`src/rtl/rr_arbiter_four.sv`:
```
// Four-way round-robin arbiter with registered grant index and one-hot decoded grant.
// Optional hold-limit timeout is enabled by defining RR_HOLD_LIMIT_EN.
module rr_arbiter_four #(
    parameter int HOLD_MAX = 8
) (
    input  logic       clk,
    input  logic       rst,
    input  logic [3:0] req,
    output logic [3:0] gnt,
    output logic [1:0] gnt_idx,
    output logic       gnt_valid,
    output logic       timeout
);

    typedef enum logic {IDLE, GRANT} state_t;

    state_t     state_reg;
    logic [1:0] ptr_reg;
    logic [1:0] idx_reg;
    logic       valid_reg;
    logic [1:0] pick_idx;
    logic       pick_found;
    logic       hold_expired;

    if (HOLD_MAX < 2 || HOLD_MAX > 255) begin : g_bad_hold_max
        $error("rr_arbiter_four: HOLD_MAX must lie in 2..255");
    end

    // Scan from the highest offset down so the candidate nearest ptr wins.
    always_comb begin
        pick_idx   = ptr_reg;
        pick_found = 1'b0;
        for (int k = 3; k >= 0; k--) begin
            if (req[ptr_reg + 2'(k)]) begin
                pick_idx   = ptr_reg + 2'(k);
                pick_found = 1'b1;
            end
        end
    end

`ifdef RR_HOLD_LIMIT_EN
    localparam logic [7:0] HOLD_LAST = 8'(HOLD_MAX - 1);

    logic [7:0] cnt_reg;
    logic       timeout_reg;

    assign hold_expired = (cnt_reg == HOLD_LAST);

    always_ff @(posedge clk) begin
        if (rst) begin
            cnt_reg     <= 8'd0;
            timeout_reg <= 1'b0;
        end else begin
            timeout_reg <= (state_reg == GRANT) && req[idx_reg] && hold_expired;
            if (state_reg == IDLE)
                cnt_reg <= 8'd0;
            else if (cnt_reg != 8'hFF)
                cnt_reg <= cnt_reg + 8'd1;
        end
    end

    assign timeout = timeout_reg;
`else
    assign hold_expired = 1'b0;
    assign timeout      = 1'b0;
`endif

    always_ff @(posedge clk) begin
        if (rst) begin
            state_reg <= IDLE;
            ptr_reg   <= 2'd0;
            idx_reg   <= 2'd0;
            valid_reg <= 1'b0;
        end else begin
            case (state_reg)
                IDLE: begin
                    if (pick_found) begin
                        idx_reg   <= pick_idx;
                        valid_reg <= 1'b1;
                        state_reg <= GRANT;
                    end
                end
                GRANT: begin
                    // Voluntary release and forced release both demote the winner.
                    if (!req[idx_reg] || hold_expired) begin
                        valid_reg <= 1'b0;
                        ptr_reg   <= idx_reg + 2'd1;
                        state_reg <= IDLE;
                    end
                end
                default: state_reg <= IDLE;
            endcase
        end
    end

    assign gnt_idx   = idx_reg;
    assign gnt_valid = valid_reg;

    for (genvar gi = 0; gi < 4; gi++) begin : g_decode
        assign gnt[gi] = valid_reg & (idx_reg == 2'(gi));
    end

endmodule

```
`config.mk`:
```
export PLATFORM = sky130hd
export DESIGN_NAME = rr_arbiter_four
export DESIGN_NICKNAME = d
export VERILOG_FILES = /design/src/rtl/rr_arbiter_four.sv
export SDC_FILE = /design/constraint.sdc
export NUM_CORES = 1
export LEC_CHECK = 0
export BUFFER_PORTS_ARGS = -buffer_cell sky130_fd_sc_hd__buf_4
export CAP_MARGIN = 20
export CORE_MARGIN = 1.5
export CORE_UTILIZATION = 30
export DETAILED_ROUTE_END_ITERATION = 12
export GPL_TIMING_DRIVEN = 1
export PLACE_DENSITY = 0.55
export RECOVER_POWER = 50
export REMOVE_ABC_BUFFERS = 1
export SYNTH_ARGS = -nofsm -noshare
export SYNTH_HDL_FRONTEND = slang
export SYNTH_SLANG_ARGS = --single-unit
```
`constraint.sdc`:
```
create_clock -name clk -period 1.85 [get_ports clk]
set_clock_uncertainty 0.1 [all_clocks]
set_input_delay 0.185 -clock clk [delete_from_list [all_inputs] [get_ports clk]]
set_output_delay 0.185 -clock clk [all_outputs]
set_load 0.01 [all_outputs]
```
==> results.py, run 1 <==
metrics = {
    "run_status": {
        "status": "finished, final reports clean",
    },
    "timing": {
        "timing.fmax_ghz": 0.636,
        "period_needed_ns": 1.57,
        "fin_setup_tns_ns": 0,
        "slew_violations": 0,
        "finalSetupViolations": 0,
        "fin_crit_sh": 0.850,
        "rsz0062_at_grt": "false",
        "hold_violations": 0,
    },
    "layout": {
        "final_common_cell": "buf_4",
        "diodes": 0,
        "final_cell_mix": "buf_4 (9), dfxtp_1 (6)",
        "n_fill_cell": 143,
        "nets": 77,
        "instances_no_fill": 80,
        "layout-drive-gt1-share": 0.262,
        "syn2layout_area_growth_pct": 24.9,
    },
    "synthesis": {
        "netlist_instances": 51,
        "syn_avg_cell_area_um2": 8.86,
        "synth-seq-cells": 6,
        "ys_seq_area_frac": 0.266,
        "ys_top_cells_by_area": "dfxtp_1 (27%), ha_1 (11%), and2_1 (5.5%), o22ai_4 (4.4%), o32ai_1 (3.9%)",
        "yosysWarnings": 0,
        "synth_cell_types": 28,
        "yosys.area.top_type": "dfxtp_1",
        "synthesis.area_um2": 452,
        "netlist.area_leader.share": 0.266,
    },
    "grt": {
        "grtUsageMet3": 0.0217,
        "grt_util_all_layers": 0.115,
        "grt_use_met2": 0.181,
        "grt_start_max_net_pins": 9,
        "grt_pass1_vias": 375,
        "antenna_found_initial": 0,
        "grt_overflow": 0,
        "grt_pass1_wl_um": 1550,
        "use_met1": 0.133,
        "busiest_layer": "met2",
    },
    "run": {
        "cap_violations": 0,
    },
    "route": {
        "dr.pass1.iters": 4,
        "wirelength_um": 897,
        "ant_nets": 0,
        "wire_per_inst_um": 11.2,
        "route.detailed.drc": 0,
        "drt_iter0_drc": 4,
        "vias": 405,
        "via_per_inst": 5.06,
    },
    "power_and_ir_drop": {
        "sw_frac_of_total": 0.319,
        "p_leak_uw": 0.000229,
        "p_comb_frac": 0.292,
        "p_clk_frac": 0.307,
        "power_frac_seq": 0.401,
        "power.switching_uw": 130,
        "p_per_area_nw_per_um2": 722,
        "max-vdd-ir-drop_mv": 0.224,
        "p_int_uw": 277,
    },
    "placement": {
        "numPortBuffers": 12,
        "dp_hpwl_um": 689,
        "placedCellCount": 77,
        "place.gp.congestion": 0.768,
    },
    "worst_setup_path": {
        "cp.arrival_ns": 1.29,
        "cp-endpoint": "gnt[0]",
        "reg2reg_from": "gnt_idx[1]$_SDFFE_PP0P_",
        "rr_worst_depth": 4,
        "worstPathMaxFanout": 7,
        "crit_type": "flip-flop to output pin",
        "crit_start": "gnt_idx[1]$_SDFFE_PP0P_",
        "timing.rr.end": "ptr_reg[1]$_SDFFE_PP0P_",
        "required_ns": 1.56,
        "rrSetupSlack_ns": 0.35,
        "cp-end-kind": "output pin",
        "start_kind": "flip-flop",
    },
    "clock_tree": {
        "clk_pin_slew_worst_paths_ns": 0.05,
        "ctsHoldBuffers": 0,
        "ctsResizeCount": 0,
        "worstSkewPairLatency_ns": 0.25,
        "cts_sinks": 6,
        "cts_tree": "built",
        "cts_buffers": 3,
        "cts.htree.levels": 1,
        "clockBufferDepth": 2,
        "postCtsSetupBuffers": 0,
        "clockRootBuffer": "clkbuf_4",
    },
    "die": {
        "core_area_um2": 1350,
        "ios": 14,
        "die_h_um": 41.8,
        "dieArea_um2": 1750,
        "die_w_um": 41.8,
        "start_util": 0.335,
        "fp-row-count": 13,
    },
    "hold_path": {
        "hold_depth": 2,
        "hp-start": "rst",
        "worstHoldPathType": "input pin to flip-flop",
    },
}
## cells in the mapped netlist, drive strengths merged
| cell type | count |
|---|---|
| o32ai | 2 |
| mux2 | 2 |
| o21a | 1 |
| nor2 | 5 |
| dfxtp | 6 |
| nand2b | 1 |
| a211o | 1 |
| nand3b | 1 |
| o21ai | 4 |
| or2b | 1 |
| conb | 1 |
| nor3 | 2 |
| buf | 1 |
| ha | 4 |
| nand2 | 2 |
| o22ai | 2 |
| inv | 3 |
| nor2b | 2 |
| a21oi | 2 |
| a311oi | 1 |
| and2b | 1 |
| and2 | 4 |
| mux2i | 1 |
| nor4 | 1 |
## how the worst min path moves through the flow
stage                               to  slack, ns
2_1_floorplan  gnt_idx[1]$_SDFFE_PP0P_       0.15
3_3_place_gp   gnt_idx[1]$_SDFFE_PP0P_       0.32
3_5_place_dp   gnt_idx[1]$_SDFFE_PP0P_       0.32
4_1_cts        gnt_idx[1]$_SDFFE_PP0P_       0.06
5_1_grt        gnt_idx[1]$_SDFFE_PP0P_       0.06
6_report       gnt_idx[1]$_SDFFE_PP0P_       0.06
## routing by layer
metal / vias up / wire length (um)
met2: 16 / 395
met3: 2 / 61
li1: 207 / -
met1: 180 / 429
met4: 0 / 10
met5: - / 0
## logic make-up (layout without fill, tap and decap cells)
logic type,after synthesis,after routing,synth area share
simple gates,20,20,0.260
compound gates,13,13,0.233
flops,6,6,0.266
fa+ha+maj,4,4,0.111
buf+inv,4,18,0.0416
mux,3,3,0.0803
other cells,1,1,0.00830
## critical path, cell delays in order (launching register included)
cell and delay (ns):
dfxtp_1 0.46, inv_1 0.11, ha_1 0.19, and2_1 0.15, buf_4 0.13
## metrics by stage
stage	utilization	area (um2)	hold WS [ns]	setup slack [ns]	power, uW
finish	0.418	564	0.0605	0.277	408
global route	0.418	564	0.0594	0.196	439
CTS	0.426	576	0.0558	0.271	417
detailed placement	0.410	553	0.316	0.372	293
floorplan	-	444	0.153	0.419	240
global placement	0.410	553	0.316	0.419	293
## layout make-up
| type | count | area [um2] | area share |
|---|---|---|---|
| Timing Repair Buffer | 12 | 78.8 | 0.140 |
| Tap cell | 15 | 18.8 | 0.0333 |
| Multi-Input combinational cell | 41 | 313 | 0.554 |
| Inverter | 3 | 11.3 | 0.0200 |
| Sequential cell | 6 | 120 | 0.213 |
| Clock buffer | 3 | 22.5 | 0.0399 |
## power by group through the flow
stage                     Combinational (uW)  Sequential [uW]  Clock, uW
after floorplan                         75.2              165          0
after global placement                   127              166          0
after detailed placement                 127              166          0
after CTS                                127              164        126
after global routing                     133              167        139
final                                    119              163        125
Power figures use the tool's default switching activity.
==> run 2, diff against run 1 <==
- BUFFER_PORTS_ARGS: -buffer_cell sky130_fd_sc_hd__buf_4 -> -buffer_cell sky130_fd_sc_hd__buf_2
==> results.py, run 2 (synthesis results as in run 1) <==
metrics = {
    "grt": {
        "grt_overflow": 0,
        "grt_util_all_layers": 0.135,
        "grt_pass1_wl_um": 1740,
        "antenna_found_initial": 0,
        "grt_pass1_vias": 368,
        "grt_start_max_net_pins": 9,
    },
    "clock_tree": {
        "cts_buffers": 3,
        "worstSkewPairLatency_ns": 0.25,
        "cts.htree.levels": 1,
        "postCtsSetupBuffers": 0,
        "ctsHoldBuffers": 0,
        "ctsResizeCount": 0,
        "cts_sinks": 6,
        "cts_tree": "built",
        "clockRootBuffer": "clkbuf_4",
        "clk_pin_slew_worst_paths_ns": 0.04,
        "clockBufferDepth": 2,
    },
    "die": {
        "start_util": 0.335,
        "dieArea_um2": 1750,
        "die_h_um": 41.8,
        "core_area_um2": 1350,
        "die_w_um": 41.8,
        "ios": 14,
        "fp-row-count": 13,
    },
    "worst_setup_path": {
        "cp-endpoint": "gnt[1]",
        "crit_type": "flip-flop to output pin",
        "worstPathMaxFanout": 7,
        "rr_worst_depth": 4,
        "crit_start": "gnt_idx[1]$_SDFFE_PP0P_",
        "timing.rr.end": "ptr_reg[1]$_SDFFE_PP0P_",
        "start_kind": "flip-flop",
        "rrSetupSlack_ns": 0.34,
        "cp.arrival_ns": 1.30,
        "reg2reg_from": "gnt_idx[1]$_SDFFE_PP0P_",
        "cp-end-kind": "output pin",
        "required_ns": 1.56,
    },
    "route": {
        "wire_per_inst_um": 11.6,
        "drt_iter0_drc": 6,
        "via_per_inst": 5.14,
        "vias": 411,
        "dr.pass1.iters": 2,
        "wirelength_um": 926,
        "route.detailed.drc": 0,
        "ant_nets": 0,
    },
    "timing": {
        "fin_crit_sh": 0.855,
        "rsz0062_at_grt": "false",
        "slew_violations": 0,
        "fin_setup_tns_ns": 0,
        "finalSetupViolations": 0,
        "period_needed_ns": 1.58,
        "hold_violations": 0,
        "timing.fmax_ghz": 0.632,
    },
    "layout": {
        "final_core_util": 0.401,
        "diodes": 0,
        "final_cell_mix": "buf_2 (9), dfxtp_1 (6)",
        "layout-drive-gt1-share": 0.262,
        "final_common_cell": "buf_2",
        "syn2layout_area_growth_pct": 19.9,
        "instances_no_fill": 80,
        "nets": 77,
        "finalInstanceArea_um2": 542,
    },
    "run": {
        "cap_violations": 0,
    },
    "hold_path": {
        "worstHoldPathType": "input pin to flip-flop",
        "hold_depth": 2,
    },
    "placement": {
        "dp_hpwl_um": 710,
        "place.gp.congestion": 0.781,
        "placedCellCount": 77,
        "placed_area_um2": 523,
        "numPortBuffers": 12,
    },
    "power_and_ir_drop": {
        "max-vdd-ir-drop_mv": 0.303,
        "p_per_area_nw_per_um2": 735,
        "p_leak_uw": 0.000225,
    },
    "run_status": {
        "status": "finished, final reports clean",
    },
}
==> run 2: final cells by class <==
class                      count  area (um2)
tap                           15        18.8
clock buffer                   3        22.5
timing repair buffer          12        56.3
multi-input combinational     41         313
fill                         146         808
sequential                     6         120
inverter                       3        11.3
==> run 2: how the worst min path moves through the flow <==
stage                     start                 endpoint  slack, ns
final                       rst  gnt_idx[1]$_SDFFE_PP0P_       0.10
after detailed placement    rst  gnt_idx[1]$_SDFFE_PP0P_       0.36
after CTS                   rst  gnt_idx[1]$_SDFFE_PP0P_       0.10
after global placement      rst  gnt_idx[1]$_SDFFE_PP0P_       0.36
after floorplan             rst  gnt_idx[1]$_SDFFE_PP0P_       0.15
after global routing        rst  gnt_idx[1]$_SDFFE_PP0P_       0.11
==> run 2: metrics by stage <==
step | hold slack [ns] | total power [uW] | setup WS, ns
4_1_cts | 0.105 | 406 | 0.264
6_report | 0.102 | 398 | 0.268
3_3_place_gp | 0.362 | 282 | 0.418
3_5_place_dp | 0.359 | 283 | 0.367
5_1_grt | 0.106 | 436 | 0.164
2_1_floorplan | 0.153 | 240 | 0.419
==> run 2: power breakdown <==
part	total [uW]	switching, uW	internal (uW)
clock	122	48.5	73.5
combinational	112	58.4	53.2
sequential	165	20.8	144
==> run 2: worst max-delay path: stages, from the launching register on <==
cell	delay [ns]
dfxtp_1	0.48
inv_1	0.11
ha_1	0.19
and2_1	0.15
buf_2	0.13
==> run 2: per-layer routing <==
| layer | wire length, um | vias to the layer above | GRT usage |
|---|---|---|---|
| met5 | 0 | - | 0 |
| met4 | 25 | 0 | 0.116 |
| met3 | 43 | 3 | 0.0391 |
| met2 | 417 | 17 | 0.194 |
| met1 | 440 | 183 | 0.163 |
| li1 | - | 208 | - |
==> run 3, diff against run 2 <==
- ABC_AREA: default -> 1
- PLACE_DENSITY: 0.55 -> 0.53
==> results.py, run 3 <==
metrics = {
    "run_status": {
        "status": "finished, final reports clean",
    },
    "clock_tree": {
        "clk_pin_slew_worst_paths_ns": 0.04,
        "clockBufferDepth": 2,
        "cts.htree.levels": 1,
        "ctsHoldBuffers": 0,
        "ctsResizeCount": 0,
        "worstSkewPairLatency_ns": 0.24,
        "clockRootBuffer": "clkbuf_4",
        "cts_sinks": 6,
        "postCtsSetupBuffers": 0,
        "cts_buffers": 3,
        "cts_tree": "built",
    },
    "hold_path": {
        "hp-start": "rst",
        "whs_endpoint": "gnt_valid$_SDFFE_PP0P_",
        "worstHoldPathType": "input pin to flip-flop",
        "hold_depth": 3,
    },
    "synthesis": {
        "synth_commonest_cells": "nand2_1 (36), inv_1 (17), nand2_2 (9)",
        "yosys.area.top_type": "nand2_1",
        "synthesis.area_um2": 607,
        "ys_top_cells_by_area": "nand2_1 (22%), dfxtp_1 (20%), inv_1 (11%), nand2_2 (9.3%), ha_1 (8.2%)",
        "netlist.area_leader.share": 0.223,
        "synthFlopType": "dfxtp_1",
        "synth_top_family_by_area": "simple AND/OR/NAND/NOR gates",
        "synthAdderAreaFrac": 0.0825,
        "synth-simple-area-share": 0.425,
        "synth_compound_area_frac": 0.134,
        "synthArstFlopShare": 0,
        "synth_edf_count": 0,
        "ys_seq_area_frac": 0.198,
        "synth.area.mux_share": 0,
        "synth_cell_types": 20,
        "yosysWarnings": 0,
        "synth-seq-cells": 6,
        "syn_avg_cell_area_um2": 5.83,
        "synthXorXnorAreaFrac": 0,
        "netlist_instances": 104,
        "synth_most_common_cell": "nand2_1",
    },
    "grt": {
        "antenna_found_initial": 0,
        "grt_start_max_net_pins": 12,
        "grt_pass1_vias": 507,
        "grt_pass1_wl_um": 2110,
        "grt_util_all_layers": 0.133,
        "grt_overflow": 0,
    },
    "power_and_ir_drop": {
        "p_leak_uw": 0.000421,
        "max-vdd-ir-drop_mv": 0.615,
        "p_total_uw": 1110,
        "p_per_area_nw_per_um2": 1570,
    },
    "worst_setup_path": {
        "cp-end-kind": "output pin",
        "rr_worst_depth": 10,
        "cpPeakStageDelay_ns": 0.46,
        "crit_chain": "inv_1, ha_1, nand2_1, inv_1, buf_2",
        "path_buf_inv": 3,
        "start_kind": "flip-flop",
        "critPathSlowestCell": "dfxtp_1",
        "crit_family": "flip-flops",
        "cp_common_cell": "inv_1",
        "rrSetupSlack_ns": 0.36,
        "reg2reg_from": "ptr_reg[1]$_SDFFE_PP0P_",
        "cp.arrival_ns": 1.28,
        "worstPathMaxFanout": 8,
        "required_ns": 1.56,
        "timing.rr.end": "gnt_valid$_SDFFE_PP0P_",
        "crit_type": "flip-flop to output pin",
    },
    "timing": {
        "timing.fmax_ghz": 0.640,
        "rsz0062_at_grt": "false",
        "timing.hold.ws_ns": 0.120,
        "slew_violations": 0,
        "fin_setup_tns_ns": 0,
        "finalSetupViolations": 0,
        "fin_crit_sh": 0.845,
        "hold_violations": 0,
        "period_needed_ns": 1.56,
    },
    "layout": {
        "layout-drive-gt1-share": 0.229,
        "nets": 130,
        "final_cell_mix": "nand2_1 (37), inv_1 (18), buf_2 (9)",
        "diodes": 0,
        "final_common_cell": "nand2_1",
        "syn2layout_area_growth_pct": 16.3,
    },
    "die": {
        "start_util": 0.313,
        "die_w_um": 48.0,
        "die_h_um": 48.0,
        "fp-row-count": 16,
        "dieArea_um2": 2300,
        "ios": 14,
        "core_area_um2": 1940,
    },
    "route": {
        "via_per_inst": 4.37,
        "vias": 634,
        "drt_iter0_drc": 42,
        "highest_layer": "met4",
        "wire_per_inst_um": 9.26,
        "ant_nets": 0,
        "dr.pass1.iters": 4,
        "m1WireLength_um": 646,
        "met3_length_um": 54,
        "route.detailed.drc": 0,
        "met2_length_um": 620,
        "wirelength_um": 1340,
    },
    "placement": {
        "place.gp.congestion": 0.843,
        "numPortBuffers": 12,
        "dp_hpwl_um": 1090,
    },
    "run": {
        "cap_violations": 0,
    },
}
==> run 3: report_power, final <==
group          switching [uW]  total (uW)  internal [uW]
clock                    48.2         122           73.5
sequential               74.1         259            185
combinational             466         728            262
==> run 3: worst register-to-register path, cell delays in order (launching register included) <==
cell and delay, ns:
dfxtp_1 0.40, inv_1 0.12, nand2_1 0.07, nand2_1 0.06, nand2_1 0.11, nand2_2 0.07
nor2_2 0.07, nand2_1 0.10, nand2_4 0.09, inv_2 0.04, o21a_1 0.15
==> run 3: kinds of logic after synthesis <==
family	count (synthesis)
adder cells (fa/ha/maj)	4
other	1
buffers and inverters	22
AO/OA/AOI/OAI	15
AND/OR/NAND/NOR	56
flip-flops	6
==> run 3: metrics by stage <==
step | instance area, um2 | setup slack [ns] | utilization | cells
finish | 706 | 0.287 | 0.363 | 145
global route | 706 | 0.104 | 0.363 | 145
CTS | 712 | 0.288 | 0.367 | 145
detailed placement | 689 | 0.421 | 0.355 | 142
global placement | 689 | 0.428 | 0.355 | 142
floorplan | 588 | 0.329 | - | 102
==> run 3: cell type report <==
class	instances	area, um2
fillers	220	1240
flip-flops and latches	6	120
clock buffers	3	22.5
repair buffers	13	63.8
well taps	27	33.8
multi-input cells	76	390
inverters	20	75.1
==> run 3: how the worst max path moves through the flow <==
stage	startpoint	endpoint	slack, ns	cells past startpoint
detailed placement	ptr_reg[0]$_SDFFE_PP0P_	gnt_valid$_SDFFE_PP0P_	0.42	10
global placement	ptr_reg[0]$_SDFFE_PP0P_	gnt_idx[0]$_SDFFE_PP0P_	0.43	11
CTS	gnt_idx[0]$_SDFFE_PP0P_	gnt[0]	0.29	5
global route	gnt_idx[0]$_SDFFE_PP0P_	gnt[2]	0.10	5
floorplan	ptr_reg[0]$_SDFFE_PP0P_	gnt_valid$_SDFFE_PP0P_	0.33	10
finish	gnt_idx[0]$_SDFFE_PP0P_	gnt[0]	0.29	5
==> run 3: metal layers <==
| metal | up-vias | global-route usage |
|---|---|---|
| met5 | - | 0 |
| met4 | 0 | 0.0649 |
| met3 | 4 | 0.0340 |
| met2 | 17 | 0.205 |
| met1 | 270 | 0.172 |
| li1 | 343 | - |
